[src/rtl/qracc_bus_sequencer.sv]
// qracc_bus_sequencer: buffers host CSR requests in a FIFO and replays them one at a time on the bus master port.
// Optional feature macro QRACC_BUS_SEQ_WRITE_ACK_EN: writes also return a zero-data response.
//
// state   | meaning
// IDLE    | pop the FIFO head into the bus registers when one is queued
// ISSUE   | bus_valid_o held with stable addr/data/wen until bus_ready_i
// WAIT_RD | read issued, waiting for rd_data_valid_i or the timeout
// RESP    | rsp_valid_o held with stable data/err until rsp_ready_i
module qracc_bus_sequencer #(
  parameter int FIFO_DEPTH     = 4,
  parameter int TIMEOUT_CYCLES = 15
) (
  input  logic                        clk,
  input  logic                        nrst,
  input  logic                        req_valid_i,
  output logic                        req_ready_o,
  input  logic                        req_wen_i,
  input  logic [31:0]                 req_addr_i,
  input  logic [31:0]                 req_wdata_i,
  output logic                        rsp_valid_o,
  input  logic                        rsp_ready_i,
  output logic [31:0]                 rsp_data_o,
  output logic                        rsp_err_o,
  output logic                        bus_valid_o,
  input  logic                        bus_ready_i,
  output logic                        bus_wen_o,
  output logic [31:0]                 bus_addr_o,
  output logic [31:0]                 bus_data_o,
  input  logic [31:0]                 rd_data_i,
  input  logic                        rd_data_valid_i,
  output logic                        idle_o,
  output logic [$clog2(FIFO_DEPTH):0] fifo_count_o
);

  localparam int PW = $clog2(FIFO_DEPTH);
  localparam int CW = PW + 1;
  localparam int TW = (TIMEOUT_CYCLES > 1) ? $clog2(TIMEOUT_CYCLES) : 1;
  localparam logic [CW-1:0] DEPTH_C = CW'(FIFO_DEPTH);
  // Down-counter terminal count is zero, so TIMEOUT_CYCLES WAIT_RD cycles elapse before it fires.
  localparam logic [TW-1:0] TMR_LOAD = TW'(TIMEOUT_CYCLES - 1);

  typedef enum logic [1:0] {
    IDLE    = 2'd0,
    ISSUE   = 2'd1,
    WAIT_RD = 2'd2,
    RESP    = 2'd3
  } state_t;

  typedef struct packed {
    logic        wen;
    logic [31:0] addr;
    logic [31:0] wdata;
  } entry_t;

  state_t        state;
  entry_t        mem [FIFO_DEPTH];
  entry_t        head;
  logic [PW-1:0] wr_ptr;
  logic [PW-1:0] rd_ptr;
  logic [CW-1:0] count;
  logic [TW-1:0] tmr;
  logic          full;
  logic          empty;
  logic          push;
  logic          pop;

  assign full         = (count == DEPTH_C);
  assign empty        = (count == '0);
  assign push         = req_valid_i & ~full;
  assign pop          = (state == IDLE) & ~empty;
  assign head         = mem[rd_ptr];
  assign req_ready_o  = ~full;
  assign idle_o       = (state == IDLE) & empty;
  assign fifo_count_o = count;

  // Storage needs no reset: pointers and count define which entries are live.
  always_ff @(posedge clk) begin
    if (push) begin
      mem[wr_ptr] <= '{wen: req_wen_i, addr: req_addr_i, wdata: req_wdata_i};
    end
  end

  // Power-of-two depth, so the natural pointer rollover is the modulo wrap.
  always_ff @(posedge clk or negedge nrst) begin
    if (!nrst) begin
      wr_ptr <= '0;
      rd_ptr <= '0;
      count  <= '0;
    end else begin
      if (push) wr_ptr <= wr_ptr + PW'(1);
      if (pop)  rd_ptr <= rd_ptr + PW'(1);
      case ({push, pop})
        2'b10:   count <= count + CW'(1);
        2'b01:   count <= count - CW'(1);
        default: count <= count;
      endcase
    end
  end

  always_ff @(posedge clk or negedge nrst) begin
    if (!nrst) begin
      state       <= IDLE;
      bus_valid_o <= 1'b0;
      bus_wen_o   <= 1'b0;
      bus_addr_o  <= '0;
      bus_data_o  <= '0;
      rsp_valid_o <= 1'b0;
      rsp_data_o  <= '0;
      rsp_err_o   <= 1'b0;
      tmr         <= '0;
    end else begin
      case (state)
        IDLE: begin
          if (!empty) begin
            bus_valid_o <= 1'b1;
            bus_wen_o   <= head.wen;
            bus_addr_o  <= head.addr;
            bus_data_o  <= head.wdata;
            state       <= ISSUE;
          end
        end
        ISSUE: begin
          if (bus_ready_i) begin
            bus_valid_o <= 1'b0;
            if (bus_wen_o) begin
`ifdef QRACC_BUS_SEQ_WRITE_ACK_EN
              rsp_valid_o <= 1'b1;
              rsp_data_o  <= '0;
              rsp_err_o   <= 1'b0;
              state       <= RESP;
`else
              state       <= IDLE;
`endif
            end else begin
              tmr   <= TMR_LOAD;
              state <= WAIT_RD;
            end
          end
        end
        WAIT_RD: begin
          // Data arriving on the timeout cycle still wins.
          if (rd_data_valid_i) begin
            rsp_valid_o <= 1'b1;
            rsp_data_o  <= rd_data_i;
            rsp_err_o   <= 1'b0;
            state       <= RESP;
          end else if (tmr == '0) begin
            rsp_valid_o <= 1'b1;
            rsp_data_o  <= '0;
            rsp_err_o   <= 1'b1;
            state       <= RESP;
          end else begin
            tmr <= tmr - TW'(1);
          end
        end
        RESP: begin
          if (rsp_ready_i) begin
            rsp_valid_o <= 1'b0;
            state       <= IDLE;
          end
        end
        default: state <= IDLE;
      endcase
    end
  end

endmodule

[config.mk]
export PLATFORM = sky130hd
export DESIGN_NAME = qracc_bus_sequencer
export DESIGN_NICKNAME = d
export VERILOG_FILES = /design/src/rtl/qracc_bus_sequencer.sv
export SDC_FILE = /design/constraint.sdc
export NUM_CORES = 1
export LEC_CHECK = 0
export CAP_MARGIN = 25
export CORE_ASPECT_RATIO = 1.25
export CORE_UTILIZATION = 55
export DETAILED_ROUTE_END_ITERATION = 7
export PLACE_DENSITY = 0.93
export SYNTH_ARGS = -nofsm -noshare
export SYNTH_HDL_FRONTEND = slang
export SYNTH_SLANG_ARGS = --single-unit
[constraint.sdc]
create_clock -name clk -period 4.85 [get_ports clk]
set_input_delay 1.455 -clock clk [delete_from_list [all_inputs] [get_ports clk]]
set_output_delay 1.455 -clock clk [all_outputs]
set_load 0.1 [all_outputs]
# Word level (Yosys, flattened, before mapping)

Memory sizes are Yosys's and may differ from the RTL's. A register that Yosys moved wholly into a read port is not among the register bits.
Index checks and enable logic that the tools add are counted.

$add $sub $neg: 5
Eq/ne operators: 13
Mux-type cells: 25
Bitwise logic cells: 5
Reduce and logical (&&, ||, !) cells: 15

Operators by type and width:

| kind                                                               | number |
|---|---|
| 32-bit 2-to-1 mux                                                  | 2 |
| 4-bit 2-to-1 mux                                                   | 4 |
| 2-bit 2-to-1 mux                                                   | 6 |
| 2-bit inequality test, second input constant                       | 6 |
| 2-bit nonzero test                                                 | 5 |
| 1-bit 2-to-1 mux                                                   | 8 |
| 2-bit one-hot mux with 4 select lines                              | 1 |
| 4-bit one-hot mux with 2 select lines                              | 1 |
| 2-bit == test, second input constant                               | 3 |
| 3-bit one-hot mux with 2 select lines                              | 1 |
| 3-bit AND reduction                                                | 2 |
| 5-bit AND reduction                                                | 1 |
| 2-bit by 1-bit adder with 2-bit output, second input constant      | 2 |
| 2-bit by 1-bit == test with 1-bit output, second input constant    | 2 |
| 4-bit logical NOT                                                  | 1 |
| 1-bit one-hot mux with 2 select lines                              | 2 |
| 2-bit AND reduction                                                | 2 |
| 4-bit AND reduction                                                | 1 |
| 4-bit by 1-bit subtractor with 4-bit output, second input constant | 1 |
| 3-bit by 1-bit adder with 3-bit output, second input constant      | 1 |
| 1-bit bitwise AND                                                  | 3 |
| 3-bit == test, second input constant                               | 1 |
| 3-bit logical NOT                                                  | 1 |
| 3-bit inequality test, second input constant                       | 1 |
| 4 further kinds                                                    | 5 |

Register bits: 48
Bits in writable memories: 260
Bits of input ports: 103
Word-level logic and storage cells: 73
Memories: 1

Memory list:

| name | words | width | rd ports | clocked after memory_dff | wr ports | RTL line | RTL |
|---|---|---|---|---|---|---|---|
| mem  | 4     | 65    | 1        | 1                        | 1        | 56       | `entry_t mem [FIFO_DEPTH];` |

# Logic depth before layout (Yosys ltp)

Gate-level depths: netlist of run 1.

Depth after elaboration: 5
Gate-level depth with buffers: 10
Depth with buffers taken out: 8

# Worst setup path before layout of run 1

OpenSTA, ideal clock, no wires.

Path kind: flip-flop to output port
Start: reg count[0], in the netlist fifo_count_o[0]
End: out idle_o
Arrival time: 3366 ps
Required time: 3395 ps
Setup slack: 29 ps
Cell stages (with the launch flop): 3
Path buffers: 0
Cells stage by stage: dfrtp_1 > or3_4 > nor3_1

Cells in the longest elaborated chain, start to end: 2

RTL lines:

| element                  | RTL line | RTL |
|---|---|---|
| start: declaration       | 60       | `logic [CW-1:0] count;` |
| start signal: assignment | 93       | `2'b10: count <= count + CW'(1);` |
| start signal: assignment | 94       | `2'b01: count <= count - CW'(1);` |
| start signal: assignment | 95       | `default: count <= count;` |
| 3-bit logical NOT        | 68       | `assign empty = (count == '0);` |
| 1-bit bitwise AND        | 73       | `assign idle_o = (state == IDLE) & empty;` |
| end: declaration         | 31       | `output logic idle_o,` |

Every way passes these cells.

# Worst setup path after layout of run 1

Start: reg count[0], in the netlist fifo_count_o[0]
End: out req_ready_o

Cells in the longest elaborated chain, start to end: 2

RTL lines:

| element          | RTL line | RTL |
|---|---|---|
| 3-bit == test    | 67       | `assign full = (count == DEPTH_C);` |
| 1-bit NOT        | 72       | `assign req_ready_o = ~full;` |
| end: declaration | 16       | `output logic req_ready_o,` |

Every way passes these cells.

==> metrics.yaml, run 1 <==
status:
  status: "finished, final reports clean"
timing:
  hold_ws_ns: 0.501
  worstMarginPinSlew_ns: 1.04
  hold_violations: 0
  finalSetupViolCount: 0
  setup_tns_ns: 0
  final_max_slew_viol_count: 0
  fin_worst_skew_ns: 0.0166
  rsz0062_at_grt: "false"
  max_clock_freq_mhz: 259
  setup_slack_ns: 0.985
  min_period_ns: 3.86
  timing.slew.headroom_pct: 30.6
  timing.final.crit_share_pct: 79.7
drt:
  ant_nets: 0
  vias: 6921
  wl_per_cell_um: 22.2
  drc: 0
  drt_pre_antenna_iters: 4
  drtIter0Drc: 406
  wl_um: 27000
  viasPerCell: 5.71
global_route:
  grt_max_degree: 67
  first_global_vias: 7235
  grt_pass1_wl_um: 40400
  antenna_found_initial: 1
  overflow: 0
  track_usage_pct: 21.6
clock_network:
  cts_buffers: 35
  insertion_delay_ns: 0.51
  cts.sinks: 373
  root_buffer: "clkbuf_16"
  cts_tree: "done"
  post_cts_resized: 0
  ctsHtreeMaxLevel: 2
  ctsHoldBuffers: 0
  clock_path_buffers: 3
  post_cts.repair.setup_buffers: 0
  clk_pin_slew_worst_paths_ns: 0.06
synthesis:
  ys_warn_count: 0
  synth_top_area_cell: "edfxtp_1"
  synth-main-ff-cell: "edfxtp_1"
  synth_seq_area_share_pct: 77.2
  ys_ff_latch: 373
  async_flop_share_pct: 30.3
  synth.top_cell.area_share_pct: 56.7
  syn-cell-area_sq_um: 13800
  avgSynthCellArea_sq_um: 21.7
  synth-edff-count: 260
  synth.distinct_cells: 36
  syn_inst: 635
  synth_nets: 745
  synth_area_leaders: "edfxtp_1 57%, dfrtp_1 21%, mux4_2 11%, mux2_2 5.6%, a22o_1 2.0%"
critical_path:
  crit_fanout: 6
  cp.arrival_ns: 2.41
  critPathRequiredTime_ns: 3.39
  worstSetupPathType: "reg2out"
  end_kind: "output pin"
  cp-start-kind: "flip-flop"
layout:
  layout.cells.most_common_list: "260 x edfxtp_1, 205 x clkdlybuf4s50_1, 111 x dfrtp_1"
  area_growth_pct: 25.5
  utilization_pct: 70.6
  layout-drive-gt1-share_pct: 23.0
  layout_commonest_cell: "edfxtp_1"
  nets: 966
floorplan:
  dieArea_sq_um: 25700
  rows: 64
  core_area_sq_um: 24500
  initial_core_util_pct: 56.2
  fp.dieW_um: 144
  fp.dieH_um: 179
  io-pin-count: 208
placed_design:
  dp_slack_ns: 1.44
  gp_congestion: 0.763
  numPortBuffers: 207
  hpwl_um: 16300
min_path:
  hold_class: "reg2reg"
flow_run:
  drv_cap: 0
routing by layer:
metal,track usage [%],wire [um],vias up
met4,10.2,1000,0
met1,26.0,10100,3569
li1,-,-,2991
met2,37.3,13900,289
met3,4.43,1870,72
met5,0,0,-
worst max-delay path, cell delays in order, from the launching register on:
cell             delay (ns)
dfrtp_1                0.45
or3b_1                 0.46
clkdlybuf4s50_1        1.00
area by class of cell:
cell class                      count  area (sq um)
Sequential cell                   373         10600
Fill cell                        1489          7210
Multi-Input combinational cell    223          2960
Timing Repair Buffer              214          2130
Clock buffer                       51          1030
Tap cell                          330           413
Clock inverter                     12          87.6
Inverter                            9          33.8
Antenna cell                        1          2.50
final timing paths:
kind / depth (start not counted) / slack [ns] / end / from
max in group asynchronous: 2 / 2.95 / bus_data_o[26]$_DFFE_PN0P_ / nrst
min: 1 / 0.50 / bus_data_o[17]$_DFFE_PN0P_ / bus_data_o[17]$_DFFE_PN0P_
min reg2reg: 1 / 0.50 / bus_data_o[17]$_DFFE_PN0P_ / bus_data_o[17]$_DFFE_PN0P_
max: 2 / 0.99 / req_ready_o / fifo_count_o[0]$_DFFE_PN0P_
max reg2reg: 4 / 2.54 / bus_data_o[30]$_DFFE_PN0P_ / fifo_count_o[0]$_DFFE_PN0P_
min in group asynchronous: 1 / 1.01 / bus_data_o[14]$_DFFE_PN0P_ / nrst
cell usage after synthesis, types with 2 or more instances:
master,instances
xnor2_1,6
buf_6,7
nand3_1,2
nor3_1,3
edfxtp_1,260
and3_1,4
nor2_1,8
mux4_2,65
ha_1,6
a22o_1,32
mux2_2,68
buf_2,9
dfrtp_1,113
inv_1,9
mux2i_1,2
nand2b_1,2
a21oi_1,3
o21ai_0,2
nand2_1,6
clkbuf_1,12
cell families (layout without fill, tap and decap cells):
logic type,count (synthesis),count (layout),synth area share [%]
other cells,0,1,0
flops,373,373,77.2
mux,135,135,16.3
compound gates,43,43,2.52
simple gates,31,31,1.22
fa+ha+maj,7,7,0.690
buf+inv,39,286,1.63
xor+xnor,7,7,0.445
per-stage QoR:
step / instances / cell area (sq um)
2_1_floorplan: 635 / 13800
3_3_place_gp: 1147 / 16100
3_5_place_dp: 1149 / 16200
4_1_cts: 1212 / 17300
5_1_grt: 1212 / 17300
6_report: 1213 / 17300
registers in the layout, indices dropped and copies added, names as in the netlist, named ones only:
register,flops
bus_addr_o,32
tmr,4
rsp_err_o,1
fifo_count_o,3
wr_ptr,2
rsp_valid_o,1
bus_wen_o,1
state,1
bus_valid_o,1
bus_data_o,32
rsp_data_o,32
rd_ptr,2
mem,260
Power of run 1 is not shown: default switching activity piles up to over one toggle a cycle in this logic, so the estimate is an artifact.
==> inputs of run 2 (changes only) <==
--- a/config.mk
+++ b/config.mk
@@ -7,9 +7,9 @@
 export LEC_CHECK = 0
 export CAP_MARGIN = 25
 export CORE_ASPECT_RATIO = 1.25
-export CORE_UTILIZATION = 55
+export CORE_UTILIZATION = 54
 export DETAILED_ROUTE_END_ITERATION = 7
-export PLACE_DENSITY = 0.93
+export PLACE_DENSITY = 0.92
 export SYNTH_ARGS = -nofsm -noshare
 export SYNTH_HDL_FRONTEND = slang
 export SYNTH_SLANG_ARGS = --single-unit
==> constraint.sdc (replaced) <==
create_clock -name clk -period 3.56 [get_ports clk]
set_input_delay 1.068 -clock clk [delete_from_list [all_inputs] [get_ports clk]]
set_output_delay 1.068 -clock clk [all_outputs]
set_load 0.1 [all_outputs]
==> metrics.yaml, run 2 (same netlist as run 1, synthesis figures left out) <==
drt:
  drt_pre_antenna_iters: 4  # unchanged
  drc: 0  # unchanged
  wl_um: 28300  # +4.9%
  ant_nets: 0  # unchanged
  vias: 6911  # -0.14%
  wl_per_cell_um: 23.0  # +3.7%
  drtIter0Drc: 449  # +11%
  viasPerCell: 5.63  # -1.4%
floorplan:
  fp.dieW_um: 145  # +0.91%
  io-pin-count: 208  # unchanged
  initial_core_util_pct: 54.8  # -1.4 points
  fp.dieH_um: 181  # +0.91%
  dieArea_sq_um: 26200  # +1.8%
  core_area_sq_um: 25100  # +2.6%
  rows: 65  # +1.6%
layout:
  layout_commonest_cell: "edfxtp_1"
  layout-drive-gt1-share_pct: 35.1  # +12 points
  layout.cells.most_common_list: "260 x edfxtp_1, 114 x buf_4, 111 x dfrtp_1"
  nets: 974  # +0.83%
  largest_register_ffs: 260  # unchanged
  utilization_pct: 68.6  # -2.0 points
  top_register: "mem"
  area_growth_pct: 25.1
clock_network:
  post_cts_resized: 0  # unchanged
  ctsHtreeMaxLevel: 2  # unchanged
  insertion_delay_ns: 0.51  # about the same
  cts_buffers: 36  # +2.9%
  clk_pin_slew_worst_paths_ns: 0.06  # about the same
  cts.sinks: 373  # unchanged
  cts_tree: "done"
  post_cts.repair.setup_buffers: 0  # unchanged
  clock_path_buffers: 3  # unchanged
  root_buffer: "clkbuf_16"
  ctsHoldBuffers: 0  # unchanged
flow_run:
  drv_cap: 0  # unchanged
global_route:
  overflow: 0  # unchanged
  antenna_found_initial: 2  # +1
  grt_max_degree: 67  # unchanged
  grt_pass1_wl_um: 41800  # +3.5%
  first_global_vias: 7344  # +1.5%
  track_usage_pct: 22.1  # +0.51 points
timing:
  timing.final.crit_share_pct: 81.6
  worstMarginPinSlew_ns: 1.01  # -0.0305 ns
  final_max_slew_viol_count: 0  # unchanged
  min_period_ns: 2.91
  max_clock_freq_mhz: 344
  rsz0062_at_grt: "false"
  hold_violations: 0  # unchanged
  fin_worst_skew_ns: 0.0198  # +0.00311 ns
  timing.slew.headroom_pct: 32.7  # +2.0 points
  finalSetupViolCount: 0  # unchanged
critical_path:
  crit_fanout: 5  # -1
  crit_path_max_incr_delay_ns: 0.46  # -0.54 ns
  worstPathCellList: "or3_4, nor3_2, buf_4"
  cp.arrival_ns: 1.84  # -0.57 ns
  cp-start-kind: "flip-flop"
  path_buf_inv: 1  # unchanged
  end_kind: "output pin"
  cp_top_family: "simple AND/OR/NAND/NOR gates"
  cp_slowest_cell: "or3_4"
  worstSetupPathType: "reg2out"
  critPathRequiredTime_ns: 2.49  # -0.90 ns
status:
  status: "finished, final reports clean"
placed_design:
  hpwl_um: 17400  # +6.8%
  gp_congestion: 0.738  # -3.3%
  numPortBuffers: 207  # unchanged
min_path:
  hold_class: "reg2reg"
## run 2: cell count changes in the layout (fill, tap and decap cells not counted), sizes merged
cell / previous run / this run
clkdlybuf4s50: 205 / 101
clkbuf: 51 / 53
bufinv: 1 / 4
buf: 9 / 120
clkinvlp: 1 / 0
clkinv: 10 / 9
## run 2: worst min-delay path: cells and delay by family (launching register included)
kind,cells,cell delay [ns]
AND/OR/NAND/NOR,1,0.08
flip-flops,1,0.34
AO/OA/AOI/OAI,1,0.04
## run 2: final timing paths
kind                                              from                    endpoint  slack [ns]  depth (start not counted)
min in group asynchronous                         nrst   bus_data_o[0]$_DFFE_PN0P_        0.62                          1
hold reg to reg                  rsp_err_o$_DFFE_PN0P_       rsp_err_o$_DFFE_PN0P_        0.50                          2
setup reg to reg           fifo_count_o[0]$_DFFE_PN0P_  bus_addr_o[12]$_DFFE_PN0P_        1.21                          4
max in group asynchronous                         nrst  bus_data_o[28]$_DFFE_PN0P_        2.18                          2
setup / recovery           fifo_count_o[0]$_DFFE_PN0P_                      idle_o        0.65                          3
hold / removal                   rsp_err_o$_DFFE_PN0P_       rsp_err_o$_DFFE_PN0P_        0.50                          2
## run 2: per-stage QoR
step                      cells  hold slack [ns]  worst slack [ns]  setup TNS [ns]  instance area, sq um
final                      1228            0.503             0.654               0                 17200
after global routing       1228            0.528             0.545               0                 17200
after CTS                  1227            0.506             0.616               0                 17200
after detailed placement   1161            0.492             0.558               0                 16000
after global placement     1161            0.488             0.577               0                 16000
after floorplan             635            0.531           -0.0115         -0.0115                 13800
## run 2: routing by layer
metal	track usage [%]	wire length [um]	part of all wire (%)	up-vias
met4	9.60	1130	4.0	2
li1	-	-	-	3004
met3	4.86	2140	7.6	60
met2	38.2	14700	52	305
met1	26.3	10300	36	3540
met5	0	15	0.053	-
## run 2: area by class of cell
type / instances / area (sq um)
repair buffers: 221 / 1990
multi-input cells: 223 / 2960
well taps: 335 / 419
clock inverters: 13 / 173
flip-flops and latches: 373 / 10600
diodes: 1 / 2.50
clock buffers: 53 / 1030
fillers: 1517 / 7880
inverters: 9 / 33.8
Power of run 2 is left out for the same reason.
